`src/rtl/dma_priority_arbiter_if.sv`:
```
// Bus bundle between the DMA priority arbiter and its environment.
// The slave side is the arbiter; the master side drives requests and
// configuration and observes grants and acknowledges.
interface dma_priority_arbiter_if;
  logic [3:0] DREQ;
  logic       dreqSense;
  logic       dackSense;
  logic       rotatePri;
  logic       ctrlDisable;
  logic [3:0] maskReg;
  logic [3:0] swReq;
  logic       HLDA;
  logic       EOP_N;
  logic       svcDone;
  logic [3:0] VALID_DREG;
  logic [1:0] grantCh;
  logic       HRQ;
  logic [3:0] DACK;
  logic [3:0] swReqClr;

  modport slave (
    input  DREQ, dreqSense, dackSense, rotatePri, ctrlDisable, maskReg,
           swReq, HLDA, EOP_N, svcDone,
    output VALID_DREG, grantCh, HRQ, DACK, swReqClr
  );

  modport master (
    output DREQ, dreqSense, dackSense, rotatePri, ctrlDisable, maskReg,
           swReq, HLDA, EOP_N, svcDone,
    input  VALID_DREG, grantCh, HRQ, DACK, swReqClr
  );
endinterface

```
`src/rtl/dma_priority_arbiter.sv`:
```
// Four-channel DMA priority arbiter with hold-request handshake.
//
// state     | meaning
// ----------+-----------------------------------------------------------
// IDLE      | no grant; arbitrate among effective requests
// WAIT_HLDA | winner latched, HRQ raised, waiting for the CPU to yield
// SERVICE   | bus owned, DACK asserted for the winner
// RELEASE   | service finished, waiting for HLDA to drop
//
// The winner is frozen from grant until the return to IDLE, so late
// higher-priority requests never preempt a grant in progress.
module dma_priority_arbiter (
  input  logic                         CLK,
  input  logic                         RESET_N,
  dma_priority_arbiter_if.slave        bus
);

  typedef enum logic [1:0] {
    IDLE      = 2'd0,
    WAIT_HLDA = 2'd1,
    SERVICE   = 2'd2,
    RELEASE   = 2'd3
  } state_t;

  state_t     state, state_nxt;
  logic [3:0] dreq_meta, dreq_sync;
  logic [3:0] req;
  logic [1:0] winner, winner_nxt;
  logic [1:0] last_ch, last_ch_nxt;
  logic [1:0] pri_base, pick, idx;
  logic       found;
  logic [3:0] sw_req_clr, sw_req_clr_nxt;
  logic [3:0] winner_onehot, ack;
  logic       hold_active;

  // Two-flop synchronizer for the asynchronous DREQ pins
  always_ff @(posedge CLK or negedge RESET_N) begin
    if (!RESET_N) begin
      dreq_meta <= '0;
      dreq_sync <= '0;
    end else begin
      dreq_meta <= bus.DREQ;
      dreq_sync <= dreq_meta;
    end
  end

  // Software requests bypass the hardware mask on purpose
  assign req = ((dreq_sync ^ {4{bus.dreqSense}}) & ~bus.maskReg) | bus.swReq;

  // Rotation starts one past the last serviced channel; fixed mode starts at ch0
  assign pri_base = bus.rotatePri ? (last_ch + 2'd1) : 2'd0;

  // Scan channels in priority order and take the first one requesting
  always_comb begin
    pick  = '0;
    found = 1'b0;
    idx   = '0;
    for (int k = 0; k < 4; k++) begin
      idx = pri_base + 2'(k);
      if (req[idx] && !found) begin
        pick  = idx;
        found = 1'b1;
      end
    end
  end

  // State, winner, rotation pointer and clear-pulse registers
  always_ff @(posedge CLK or negedge RESET_N) begin
    if (!RESET_N) begin
      state      <= IDLE;
      winner     <= '0;
      last_ch    <= 2'd3;
      sw_req_clr <= '0;
    end else begin
      state      <= state_nxt;
      winner     <= winner_nxt;
      last_ch    <= last_ch_nxt;
      sw_req_clr <= sw_req_clr_nxt;
    end
  end

  // Next-state logic; svcDone and EOP_N together still form one exit
  always_comb begin
    state_nxt      = state;
    winner_nxt     = winner;
    last_ch_nxt    = last_ch;
    sw_req_clr_nxt = '0;
    case (state)
      IDLE: begin
        if (!bus.ctrlDisable && found) begin
          winner_nxt = pick;
          state_nxt  = WAIT_HLDA;
        end
      end
      WAIT_HLDA: begin
        if (bus.HLDA) begin
          state_nxt = SERVICE;
        end else if (!req[winner]) begin
          state_nxt = IDLE;
        end
      end
      SERVICE: begin
        if (bus.svcDone || !bus.EOP_N) begin
          state_nxt = RELEASE;
          if (bus.rotatePri) begin
            last_ch_nxt = winner;
          end
          if (bus.swReq[winner]) begin
            sw_req_clr_nxt = 4'b0001 << winner;
          end
        end
      end
      RELEASE: begin
        if (!bus.HLDA) begin
          state_nxt = IDLE;
        end
      end
      default: state_nxt = IDLE;
    endcase
  end

  assign winner_onehot = 4'b0001 << winner;
  assign hold_active   = (state == WAIT_HLDA) || (state == SERVICE);
  assign ack           = (state == SERVICE) ? winner_onehot : 4'b0000;

  assign bus.HRQ        = hold_active;
  assign bus.VALID_DREG = hold_active ? winner_onehot : 4'b0000;
  assign bus.grantCh    = winner;
  assign bus.DACK       = bus.dackSense ? ack : ~ack;
  assign bus.swReqClr   = sw_req_clr;

endmodule

```
`src/flat_wrapper.sv`:
```
// flat-port wrapper written by rule: the top's interface ports become plain ports
module dma_priority_arbiter_flat 
  (CLK, RESET_N, bus_DREQ, bus_dreqSense, bus_dackSense, bus_rotatePri, bus_ctrlDisable, bus_maskReg, bus_swReq, bus_HLDA, bus_EOP_N, bus_svcDone, bus_VALID_DREG, bus_grantCh, bus_HRQ, bus_DACK, bus_swReqClr);
  dma_priority_arbiter_if bus_i ();
  input  logic CLK;
  input  logic RESET_N;
  input wire logic [$bits(bus_i.DREQ)-1:0] bus_DREQ;
  input wire logic [$bits(bus_i.dreqSense)-1:0] bus_dreqSense;
  input wire logic [$bits(bus_i.dackSense)-1:0] bus_dackSense;
  input wire logic [$bits(bus_i.rotatePri)-1:0] bus_rotatePri;
  input wire logic [$bits(bus_i.ctrlDisable)-1:0] bus_ctrlDisable;
  input wire logic [$bits(bus_i.maskReg)-1:0] bus_maskReg;
  input wire logic [$bits(bus_i.swReq)-1:0] bus_swReq;
  input wire logic [$bits(bus_i.HLDA)-1:0] bus_HLDA;
  input wire logic [$bits(bus_i.EOP_N)-1:0] bus_EOP_N;
  input wire logic [$bits(bus_i.svcDone)-1:0] bus_svcDone;
  output wire logic [$bits(bus_i.VALID_DREG)-1:0] bus_VALID_DREG;
  output wire logic [$bits(bus_i.grantCh)-1:0] bus_grantCh;
  output wire logic [$bits(bus_i.HRQ)-1:0] bus_HRQ;
  output wire logic [$bits(bus_i.DACK)-1:0] bus_DACK;
  output wire logic [$bits(bus_i.swReqClr)-1:0] bus_swReqClr;
  assign bus_i.DREQ = bus_DREQ;
  assign bus_i.dreqSense = bus_dreqSense;
  assign bus_i.dackSense = bus_dackSense;
  assign bus_i.rotatePri = bus_rotatePri;
  assign bus_i.ctrlDisable = bus_ctrlDisable;
  assign bus_i.maskReg = bus_maskReg;
  assign bus_i.swReq = bus_swReq;
  assign bus_i.HLDA = bus_HLDA;
  assign bus_i.EOP_N = bus_EOP_N;
  assign bus_i.svcDone = bus_svcDone;
  assign bus_VALID_DREG = bus_i.VALID_DREG;
  assign bus_grantCh = bus_i.grantCh;
  assign bus_HRQ = bus_i.HRQ;
  assign bus_DACK = bus_i.DACK;
  assign bus_swReqClr = bus_i.swReqClr;
  dma_priority_arbiter u_core (.CLK(CLK), .RESET_N(RESET_N), .bus(bus_i));
endmodule
```
`config.mk`:
```
export PLATFORM = sky130hd
export DESIGN_NAME = dma_priority_arbiter_flat
export DESIGN_NICKNAME = d
export VERILOG_FILES = /design/src/rtl/dma_priority_arbiter_if.sv /design/src/rtl/dma_priority_arbiter.sv /design/src/flat_wrapper.sv
export SDC_FILE = /design/constraint.sdc
export NUM_CORES = 1
export LEC_CHECK = 0
export ABC_AREA = 0
export ABC_CLOCK_PERIOD_IN_PS = 2700
export BUFFER_PORTS_ARGS = -buffer_cell sky130_fd_sc_hd__buf_2
export CAP_MARGIN = 20
export CORE_MARGIN = 3
export CORE_UTILIZATION = 53
export CTS_BUF_LIST = sky130_fd_sc_hd__clkbuf_8
export DETAILED_ROUTE_END_ITERATION = 10
export HOLD_SLACK_MARGIN = 0.08
export PLACE_DENSITY = 0.86
export REMOVE_ABC_BUFFERS = 1
export SLEW_MARGIN = 15
export SYNTH_ARGS = -nofsm -noshare
export SYNTH_HDL_FRONTEND = slang
export SYNTH_SLANG_ARGS = --single-unit
export TNS_END_PERCENT = 100
```
`constraint.sdc`:
```
create_clock -name CLK -period 2.7 [get_ports CLK]
set_input_delay 0.135 -clock CLK [delete_from_list [all_inputs] [get_ports CLK]]
set_output_delay 0.135 -clock CLK [all_outputs]
set_load 0.01 [all_outputs]
```
Word level (Yosys, flattened, before mapping):

Index checks and enable logic that the tools add are counted.

* bits in registers: 18
* latch bits: 0
* memory bits (writable): 0
* bits in read-only memories: 0
* input port bits: 21
* output and inout port bits: 15
* word-level logic and storage cells: 76
* memories kept: 0

* $add $sub $neg: 4
* multipliers: 0
* div/mod/pow operators: 0
* $lt $le $gt $ge: 5
* equal/unequal tests: 7
* shift operators: 1
* multiplexer cells: 33
* bitwise gates (word level): 5
* reductions and logical operators: 15

Operators by type and width (count)
* $mux 4: 6
* $mux 2: 10
* $lt 2x3->1 const B: 5
* $bmux 1 s2: 6
* $mux 1: 10
* $not 4->4: 2
* $pmux 2 s4: 1
* $logic_not 1->1: 5
* $add 2x1->2 const B: 2
* $add 2x2->2 const B: 2
* $and 4x4->4: 1
* $eq 2x2->1 const B: 2
* $logic_and 1x1->1: 4
* $ne 2x1->1 const B: 2
* $or 4x4->4: 1
* $reduce_and 4->1: 1
* $shl 1x2->4 const A: 1
* $xor 4x4->4: 1
* $ne 3x3->1 const B: 1
* $reduce_and 3->1: 1
* $eq 2x1->1 const B: 1
* $logic_not 2->1: 1
* $logic_or 1x1->1: 2
* $ne 2x2->1 const B: 1
* $reduce_and 2->1: 1

Logic depth before layout (Yosys ltp):

* word-level depth: 18
* gate-level depth with buffers: 7
* mapped depth without buffers: 6

Least setup slack after synthesis:

Ideal clock, no wire load.

* path type: register -> register
* from: reg u_core.last_ch[1]
* to: reg u_core.winner[0], in the netlist u_core.bus.grantCh[0]
* setup time: 0.125 ns
* data arrival time: 1.926 ns
* required time: 2.575 ns
* path slack: 0.650 ns
* stages on the path, launching flop included: 8
* clock period less this slack: 2.050 ns
* path through: dfstp_2 > buf_2 > xor2_1 > a221o_1 > a211o_1 > a21o_2 > nand2_1 > mux2_2

* cells in the longest elaborated chain, start to end: 16
* elaborated cells on any way between the ends: 29
* classes of those cells: add/sub: 4; mux: 17; reduce/logical: 8

Ends and longest elaborated chain
* from (decl): line dma_priority_arbiter.sv:29 `logic [1:0] last_ch, last_ch_nxt;`
* from (signal assigned): line dma_priority_arbiter.sv:77 `last_ch <= last_ch_nxt;`
* $add 2x1->2 (*): line dma_priority_arbiter.sv:51 `assign pri_base = bus.rotatePri ? (last_ch + 2'd1) : 2'd0;`
* $mux 2 (*): line dma_priority_arbiter.sv:51
* parallel branches: the longest is 14 deep, another holds $add 2x1->2
* to (signal assigned): line dma_priority_arbiter.sv:76 `winner <= winner_nxt;`
* to (decl): line dma_priority_arbiter.sv:28 `logic [1:0] winner, winner_nxt;`

Every way passes the cells marked *. The select of a mux whose other input is x is not followed.
A chain may end at the register's enable or synchronous reset.

Worst setup path after layout:

* from: reg u_core.last_ch[0]
* to: reg u_core.winner[0], in the netlist u_core.bus.grantCh[0]

Same word-level chain as after synthesis.

==> run_results.csv <==
group,metric,value,unit
synth,syn_area,1230,µm²
power,power,1.29,mW
sta,setup_violations,0,
placement,post_dp_cell_area,1410,µm²
placement,hpwl,2.31,mm
cells_and_area,nFillCells,158,
placement,place_congestion,0.950,
setup_path,startpoint_type,"flip-flop",
sta,finalMaxSlewViolations,0,
die,start_util,58.9,%
outcome,outcome,"completed",
placement,pre_cts_slack,593,ps
synth,synth-seq-cells,18,
clocking,clkTransAtPathRegs,70,ps
synth,muxShareOfSynthArea,6.22,%
setup_path,regToRegEndpoint,"u_core.bus.grantCh[0]",
clocking,numCtsBuffers,3,
synth,synth_top_area_cell,"dfrtp_1",
cells_and_area,final_area,1520,µm²
sta,slew_headroom,61.4,%
global_route,grt_use_total,23.2,%
synth,ys_warn_count,0,
setup_path,startpoint,"u_core.last_ch[0]",
hold_path,hold_path_depth,2,
drt,drt_iter0_drc,19,
setup_path,critPathArrivalTime,2360,ps
synth,synth_area_leaders,"dfrtp_1 33%, xor2_1 5.7%, dfstp_2 4.3%",
die,dieHeight,54.1,µm
placement,io_buffer_count,35,
setup_path,reg2reg_slack,480,ps
placement,post-place-cells,190,
synth,syn-instance-count,131,
power,leakagePower,0.751,nW
clocking,root_buffer,"clkbuf_8",
clocking,cts_resized,0,
cells_and_area,antenna_cells,0,
cells_and_area,instances_no_fill,199,
synth,ys_seq_area_share,36.9,%
drt,viasPerCell,6.04,
setup_path,worstSetupPathType,"reg2reg",
global_route,antenna_found_initial,0,
die,io_pins,36,
hold_path,hp-class,"in2reg",
setup_path,worstPathRequired,2840,ps
setup_path,worst_r2r_path_depth,6,
clocking,ctsHtreeMaxLevel,1,
sta,tns,0,ps
drt,drc,0,
synth,synth_top_area_share,32.7,%
synth,synth_area_per_cell,9.36,µm²
setup_path,endpoint_kind,"flip-flop",
synth,synth_flop_cell,"dfrtp_1",
hold_path,hp-start,"bus_swReq[0]",
synth,synth-simple-area-share,15.6,%
synth,synth_xor_area_share,8.47,%
sta,fin_skew,6.19,ps
sta,final.period_utilization,82.2,%
run,maxCapViolCount,0,
clocking,clk_path_buf_depth,2,
cells_and_area,post-route-util,73.0,%
sta,fmax,451,MHz
cells_and_area,final_nets,198,
synth,synth_most_common_cell,"dfrtp_1",
drt,first_pass_iters,4,
synth,ys_types,45,
global_route,gr-total-overflow,0,
die,die_w,54.1,µm
synth,ys_top_cells_by_count,"16 x dfrtp_1, 12 x inv_1, 11 x nand2_1, 9 x a21oi_1, 8 x xor2_1",
drt,wl,3.09,mm
drt,wl_per_cell,15.5,µm
synth,async_flop_share,100,%
die,rows,16,
clocking,cts_setup_buffers,0,
global_route,grt_pass1_wl,4.77,mm
die,dieArea,2930,µm²
die,core,2080,µm²
hold_path,worst_hold_path.endpoint,"u_core.bus.swReqClr[0]",
synth,synthAdderAreaFrac,4.08,%
sta,worst_slack,481,ps
drt,ant_nets,0,
setup_path,critPathMaxFanout,12,
drt,vias,1201,
setup_path,r2r_start,"u_core.last_ch[0]",
cells_and_area,multi_input_area,707,µm²
synth,synth_top_family_by_area,"compound AO/OA/AOI/OAI gates",
synth,synth_compound_area_share,23.3,%
power,p_per_area,852,nW/µm²
sta,worstMarginPinSlew,574,ps
sta,hold_viol_final,0,
synth,synth_edf_count,0,
cells_and_area,syn2layout_area_growth,23.9,%
global_route,first_global_vias,1114,
cells_and_area,drive_above_1_share,28.5,%
sta,holdWs,168,ps
power,irDropWorstVdd,564,µV
clocking,clock_sinks,18,
clocking,insertion_delay,260,ps
cells_and_area,seqCellArea,453,µm²
clocking,cts_tree,"done",
sta,min_period,2220,ps
global_route,grt_max_degree,19,
sta,rsz0062_at_grt,"no",
==> cells by family (layout without fill, tap and decap cells) <==
family	Yosys count	after routing
and+or+nand+nor	38	38
DFF	18	18
buffers and inverters	15	56
xor gates and xnor gates	11	11
AOI/OAI and AO/OA	39	39
muxes	6	6
adders and majority gates	4	4
==> per-layer routing <==
layer / vias to the layer above / global-route usage (%) / routed length (µm)
met5: - / 0 / 0
met4: 0 / 11.6 / 87
met3: 15 / 4.43 / 270
met2: 79 / 41.7 / 1590
met1: 542 / 25.9 / 1140
li1: 565 / - / -
==> where the power goes <==
group	internal [mW]	switching (mW)
registers	0.337	0.0997
logic	0.281	0.357
clock network	0.130	0.0891
total	0.748	0.546
==> worst max-delay path, stage by stage (launching register included) <==
cell,delay (ps)
dfstp_2,640
xnor2_1,140
a2111oi_0,450
o2111ai_1,220
a21o_2,260
nand2_1,60
mux2_2,330
==> final cells by class <==
| type | count | share of cell area [%] |
|---|---|---|
| inverters | 12 | 2.97 |
| clock buffers | 4 | 3.62 |
| multi-input cells | 98 | 46.5 |
| flip-flops and latches | 18 | 29.8 |
| well taps | 27 | 2.22 |
| repair buffers | 40 | 14.8 |
==> cells in the final DEF (no fill, tap or decap), types with 4 or more instances in the layout <==
master and instances:
buf_2 35, dfrtp_1 16, inv_1 12, nand2_1 11, a21oi_1 9, xor2_1 8
nor2_1 7, and3_1 5, dlygate4sd3_1 5, ha_1 4, clkbuf_8 4
==> sequential cells by signal, summed over array words and instances, names as in the netlist, named ones only <==
register             count
u_core.bus.swReqClr      4
u_core.bus.grantCh       2
u_core.state             1
u_core.dreq_meta         4
u_core.last_ch           2
u_core.dreq_sync         4
==> how the worst max path moves through the flow <==
stage | end | depth (start not counted) | slack (ps)
2_1_floorplan | u_core.bus.grantCh[0] | 6 | 680
3_3_place_gp | u_core.bus.grantCh[0] | 6 | 630
3_5_place_dp | u_core.bus.grantCh[0] | 6 | 590
4_1_cts | u_core.bus.grantCh[0] | 6 | 500
5_1_grt | u_core.bus.grantCh[0] | 6 | 430
6_report | u_core.bus.grantCh[0] | 6 | 480
==> what timing repair did <==
item,CTS,global route
endpoints found under the hold margin,20,0
endpoints found under the setup margin,0,0
hold buffers,5,0
No activity file was read; power rests on OpenSTA's default activity.
